### src/rtl/id_auth_pkg.sv
// Shared types and constants for the ID authorization block.
//   state_e        : controller state encoding
//   IdWidth        : width of an identifier
//   DefNumEntries  : default authorized-ID table depth
//   DefGrantCycles : default door_open hold time in clk cycles
package id_auth_pkg;

  localparam int unsigned IdWidth        = 8;
  localparam int unsigned DefNumEntries  = 8;
  localparam int unsigned DefGrantCycles = 16;

  typedef enum logic [1:0] {
    StIdle,
    StSearch,
    StGrant,
    StDeny
  } state_e;

endpackage

### src/rtl/id_auth_table.sv
// Authorized-ID register file: NUM_ENTRIES x {valid, IdWidth-bit ID}.
//   clk, rst_n              : clock, async active-low reset (clears valid bits only)
//   wr_en_i/wr_addr_i       : write strobe and entry index
//   wr_data_i/wr_vld_i      : ID and valid bit stored (valid 0 erases the entry)
//   rd_idx_i                : combinational read index
//   rd_vld_o/rd_data_o      : valid bit and ID of the entry at rd_idx_i
module auth_table
  import id_auth_pkg::*;
#(
  parameter int unsigned NUM_ENTRIES = DefNumEntries,
  localparam int unsigned IdxW = $clog2(NUM_ENTRIES)
) (
  input  logic               clk,
  input  logic               rst_n,
  input  logic               wr_en_i,
  input  logic [IdxW-1:0]    wr_addr_i,
  input  logic [IdWidth-1:0] wr_data_i,
  input  logic               wr_vld_i,
  input  logic [IdxW-1:0]    rd_idx_i,
  output logic               rd_vld_o,
  output logic [IdWidth-1:0] rd_data_o
);

  localparam logic [IdxW-1:0] LastIdx = IdxW'(NUM_ENTRIES - 1);

  logic [NUM_ENTRIES-1:0] vld_q;
  logic [IdWidth-1:0]     data_q [NUM_ENTRIES];
  logic                   wr_hit;

  // Addresses beyond the table (non power-of-two depth) are dropped.
  assign wr_hit = wr_en_i && (wr_addr_i <= LastIdx);

  always_ff @(posedge clk or negedge rst_n) begin
    if (!rst_n) begin
      vld_q <= '0;
    end else if (wr_hit) begin
      vld_q[wr_addr_i] <= wr_vld_i;
    end
  end

  // Data bits carry no reset; an entry is only meaningful while its valid bit is set.
  always_ff @(posedge clk) begin
    if (wr_hit) begin
      data_q[wr_addr_i] <= wr_data_i;
    end
  end

  assign rd_vld_o  = vld_q[rd_idx_i];
  assign rd_data_o = data_q[rd_idx_i];

endmodule

### src/rtl/id_auth.sv
// ID authorization controller: latches an ID from the reader, walks the
// authorized-ID table one entry per cycle, then pulses grant (and holds
// door_open for GRANT_CYCLES cycles) or pulses deny.
//   clk, rst_n                  : clock, async active-low reset
//   id_i/id_vld_i/clr_id_vld_o  : reader handshake (level valid, pulse acknowledge)
//   wr_*_i                      : table write port
//   busy_o, grant_o, deny_o     : status and result pulses
//   door_open_o                 : door strobe following a grant
//   grant_cnt_o/deny_cnt_o      : saturating event counters when ID_AUTH_STATS_EN
//                                 is defined, otherwise tied to zero
module id_auth
  import id_auth_pkg::*;
#(
  parameter int unsigned NUM_ENTRIES  = DefNumEntries,
  parameter int unsigned GRANT_CYCLES = DefGrantCycles,
  localparam int unsigned IdxW = $clog2(NUM_ENTRIES)
) (
  input  logic               clk,
  input  logic               rst_n,
  input  logic [IdWidth-1:0] id_i,
  input  logic               id_vld_i,
  output logic               clr_id_vld_o,
  input  logic               wr_en_i,
  input  logic [IdxW-1:0]    wr_addr_i,
  input  logic [IdWidth-1:0] wr_data_i,
  input  logic               wr_vld_i,
  output logic               busy_o,
  output logic               grant_o,
  output logic               deny_o,
  output logic               door_open_o,
  output logic [7:0]         grant_cnt_o,
  output logic [7:0]         deny_cnt_o
);

  localparam logic [IdxW-1:0] LastIdx  = IdxW'(NUM_ENTRIES - 1);
  localparam logic [15:0]     CntStart = 16'(GRANT_CYCLES - 1);

  state_e             state_q;
  logic [IdxW-1:0]    idx_q;
  logic [IdWidth-1:0] id_q;
  logic [15:0]        cnt_q;
  logic               clr_q, grant_q, deny_q, door_q, busy_q;
  logic               rd_vld;
  logic [IdWidth-1:0] rd_data;

  auth_table #(
    .NUM_ENTRIES(NUM_ENTRIES)
  ) u_table (
    .clk      (clk),
    .rst_n    (rst_n),
    .wr_en_i  (wr_en_i),
    .wr_addr_i(wr_addr_i),
    .wr_data_i(wr_data_i),
    .wr_vld_i (wr_vld_i),
    .rd_idx_i (idx_q),
    .rd_vld_o (rd_vld),
    .rd_data_o(rd_data)
  );

  always_ff @(posedge clk or negedge rst_n) begin
    if (!rst_n) begin
      state_q <= StIdle;
      idx_q   <= '0;
      id_q    <= '0;
      cnt_q   <= '0;
      clr_q   <= 1'b0;
      grant_q <= 1'b0;
      deny_q  <= 1'b0;
      door_q  <= 1'b0;
      busy_q  <= 1'b0;
    end else begin
      clr_q   <= 1'b0;
      grant_q <= 1'b0;
      deny_q  <= 1'b0;
      unique case (state_q)
        StIdle: begin
          if (id_vld_i) begin
            id_q    <= id_i;
            clr_q   <= 1'b1;
            idx_q   <= '0;
            busy_q  <= 1'b1;
            state_q <= StSearch;
          end
        end
        StSearch: begin
          // Stop at the first hit so the lowest matching index wins.
          if (rd_vld && (rd_data == id_q)) begin
            grant_q <= 1'b1;
            door_q  <= 1'b1;
            cnt_q   <= CntStart;
            state_q <= StGrant;
          end else if (idx_q == LastIdx) begin
            deny_q  <= 1'b1;
            state_q <= StDeny;
          end else begin
            idx_q <= idx_q + 1'b1;
          end
        end
        StGrant: begin
          // The grant cycle itself is the first of the GRANT_CYCLES door cycles.
          if (cnt_q == '0) begin
            door_q  <= 1'b0;
            busy_q  <= 1'b0;
            idx_q   <= '0;
            state_q <= StIdle;
          end else begin
            cnt_q <= cnt_q - 1'b1;
          end
        end
        StDeny: begin
          busy_q  <= 1'b0;
          idx_q   <= '0;
          state_q <= StIdle;
        end
        default: state_q <= StIdle;
      endcase
    end
  end

  assign clr_id_vld_o = clr_q;
  assign grant_o      = grant_q;
  assign deny_o       = deny_q;
  assign door_open_o  = door_q;
  assign busy_o       = busy_q;

`ifdef ID_AUTH_STATS_EN
  logic [7:0] grant_cnt_q, deny_cnt_q;

  always_ff @(posedge clk or negedge rst_n) begin
    if (!rst_n) begin
      grant_cnt_q <= '0;
      deny_cnt_q  <= '0;
    end else begin
      if (grant_q && (grant_cnt_q != 8'hFF)) grant_cnt_q <= grant_cnt_q + 1'b1;
      if (deny_q && (deny_cnt_q != 8'hFF))   deny_cnt_q  <= deny_cnt_q + 1'b1;
    end
  end

  assign grant_cnt_o = grant_cnt_q;
  assign deny_cnt_o  = deny_cnt_q;
`else
  assign grant_cnt_o = 8'h00;
  assign deny_cnt_o  = 8'h00;
`endif

endmodule

### config.mk
export PLATFORM = sky130hd
export DESIGN_NAME = id_auth
export DESIGN_NICKNAME = d
export VERILOG_FILES = /design/src/rtl/id_auth_pkg.sv /design/src/rtl/id_auth_table.sv /design/src/rtl/id_auth.sv
export SDC_FILE = /design/constraint.sdc
export NUM_CORES = 1
export LEC_CHECK = 0
export ABC_AREA = 1
export ABC_CLOCK_PERIOD_IN_PS = 2490
export CORE_UTILIZATION = 28
export CTS_BUF_LIST = sky130_fd_sc_hd__clkbuf_4 sky130_fd_sc_hd__clkbuf_8
export DETAILED_ROUTE_END_ITERATION = 8
export GPL_ROUTABILITY_DRIVEN = 0
export PLACE_DENSITY_LB_ADDON = 0.05
export RECOVER_POWER = 100
export SKIP_LAST_GASP = 1
export SYNTH_ARGS = -nofsm -noshare
export SYNTH_HDL_FRONTEND = slang
export SYNTH_HIERARCHICAL = 1
export SYNTH_SLANG_ARGS = --single-unit
### constraint.sdc
create_clock -name clk -period 2.49 [get_ports clk]
set_input_delay 0.249 -clock clk [delete_from_list [all_inputs] [get_ports clk]]
set_output_delay 0.249 -clock clk [all_outputs]
set_load 0.03 [all_outputs]
==> results of run 1 <==
-- per-layer routing --
layer	track usage [%]	vias to the layer above
met2	23.90	61
met5	0	-
met4	4.584	0
met1	19.05	1899
li1	-	2079
met3	2.565	12
-- cells in the final DEF, fill, tap and decap left out, types with 3 or more instances in the layout --
master and count:
nor2_1 50, nand2_2 11, clkbuf_1 4, xnor2_1 5, dfrtp_1 41, clkdlybuf4s50_1 12, edfxtp_1 64, clkbuf_8 9
dlygate4sd3_1 16, buf_4 10, nand2_1 233, buf_12 3, nand2_4 3, conb_1 16, ha_1 3, nand3_1 70
inv_1 116, o21ai_0 15, nand4_1 3
-- power by group --
group,total [mW],leakage [nW],switching [mW],internal [mW]
logic,2.36,1.87,1.55,0.811
clock network,1.13,0.0954,0.652,0.475
registers,2.24,1.12,0.164,2.07
-- cell type report --
cell class                 count  share of cell area [%]
timing repair buffer          46                   6.966
clock inverter                 6                   1.221
clock buffer                   9                   1.982
multi-input combinational    420                   29.42
tap                          260                   5.204
timing repair inverter         1                  0.1401
inverter                     120                   7.486
sequential                   106                   47.58
-- worst max-delay path, stage by stage, from the launching register on --
cell,delay [ns]
dfrtp_2,0.51
buf_12,0.22
nand2_1,0.08
nand3_1,0.08
nand2_1,0.05
nand2_1,0.05
nand2_1,0.16
a21boi_1,0.19
nand2_1,0.07
nor2_1,0.14
nand3_2,0.15
nand2_4,0.15
buf_4,0.18
nand3_1,0.08
nand2_1,0.09
-- kinds of logic after synthesis --
logic type	share of synthesized area [%]
buf+inv	12.94
other cells	0.06854
fa+ha+maj	0.6861
flops	54.33
simple gates	28.88
xor+xnor	0.9604
compound gates	2.127
-- metrics by stage --
step / utilization, % / instances
2_1_floorplan: - / 678
3_3_place_gp: 31.62 / 946
3_5_place_dp: 31.62 / 946
4_1_cts: 32.73 / 962
5_1_grt: 32.98 / 968
6_report: 32.98 / 968
-- registers in the layout (all words and copies together), names as in the netlist --
register	flops
busy_o	1
clr_id_vld_o	1
cnt_q	16
deny_o	1
door_open_o	1
grant_o	1
id_q	8
idx_q	3
state_q	2
u_table/data_q	64
u_table/vld_q	8
-- what timing repair did --
action / in CTS / in global routing
endpoints found under the hold margin: 19 / 0
setup buffers: 0 / 5
endpoints found under the setup margin: 0 / 15
hold buffers: 1 / 0
resized for setup: 0 / 5
-- worst paths after layout --
kind | to | slack (ns)
hold / removal | id_q[4] | 0.41
setup / recovery | cnt_q[13] | 0.21
min in group asynchronous | cnt_q[0] | 0.63
setup reg to reg | cnt_q[13] | 0.21
max in group asynchronous | u_table/vld_q[6] | 0.81
hold reg to reg | u_table/vld_q[0] | 0.49
==> impl_metrics.ini, run 1 <==
[outcome]
run_status = finished clean

[logic_synthesis]
synth_ff_type = edfxtp_1
yosys_warnings = 6
yosysTopAreaCellShare_pct = 35.12
synthTopCellsByCount = nand2_1 (233), inv_1 (116), nand3_1 (70)
ys_seq_area_share_pct = 54.33
synth_top_area_cell = edfxtp_1
synth_edf_count = 64
syn_inst = 663
synth.area.top_cells = edfxtp_1 (35%), dfrtp_1 (19%), nand2_1 (16%)
syn_avg_cell_area_um2 = 8.253
async_flop_share_pct = 39.62
yosysMostFrequentCell = nand2_1
syn-cell-area_um2 = 5471
ys_types = 33
synth_seq_cells = 106

[placed_design]
placed_area_um2 = 5993
io_buffer_count = 28
hpwl_um = 9134
pre_cts_ws_ns = 0.1556

[floorplanning]
rows = 50
die_h_um = 141.8
ios = 45
start_util_pct = 28.86
dieArea_um2 = 20100
fp.coreArea_um2 = 18960
die_w_um = 141.8

[timing]
slew_headroom_pct = 18.12
fmax_mhz = 438.3
final_max_slew_viol_count = 0
tns_ns = 0
fin_skew_ns = 0.006926
fin_ws_ns = 0.2082
worstMarginPinSlew_ns = 1.228
finalCritPeriodShare_pct = 91.64
hold_viol_final = 0
setup_viol = 0
fin_hold_ws_ns = 0.4090
min_period_ns = 2.282
rsz0062_at_grt = false

[cells_and_area]
drive_above_1_share_pct = 7.345
final_cell_area_um2 = 6251
diodes = 0
fin_nets = 731
syn2layout_area_growth_pct = 14.25
regArea_um2 = 2974
multi_input_area_um2 = 1839
nFillCells = 2008

[routing]
route.top_layer_used = met4
dr.pass1.iters = 4
antenna_left = 0
drc = 0
drt_wl_total_um = 13350
vias = 4051
wl_met2_um = 6287
wl_met1_um = 6453
via_per_inst = 4.185
drt_iter0_markers = 224
wire_per_inst_um = 13.79
route.met3.wl_um = 433

[global_routing]
grt.total_usage_pct = 14.42
grt_max_degree = 34
grt_overflow = 0
grt_pass1_vias = 3926
grt_antenna_before_repair = 0
grt_pass1_wl_um = 21680

[cts]
cts_tree = yes
cts.path.max_buffers = 2
cts_root_buf = clkbuf_8
cts_buffers = 9
cts_sinks = 106
clk_pin_slew_ns = 0.10
clock_latency_ns = 0.39
cts_htree_levels = 3

[power]
leakage_nw = 3.082
peakVddDrop_mv = 0.3215
power_mw = 5.722
powerDensity_nw_per_um2 = 915.3

[worst_setup_path]
cp-end-kind = flop
cp-startpoint = idx_q[0]
critPathKind = flop to flop
cp.arrival_ns = 2.62
cp-start-kind = flop
reg2reg_from = idx_q[0]
required_ns = 2.82
cp_max_fo = 29
reg2reg_depth = 14

[hold_path]
hp-class = input pin to flop
min_from = id_i[4]
min_path_cells = 3

[run]
maxCapViolCount = 0
No activity file was read; power rests on OpenSTA's default activity.
==> inputs of run 2 (changes only) <==
- SLEW_MARGIN: not set -> 20
==> results of run 2 <==
Same layout as run 1: the final DEF is identical, and so are final timing and power.
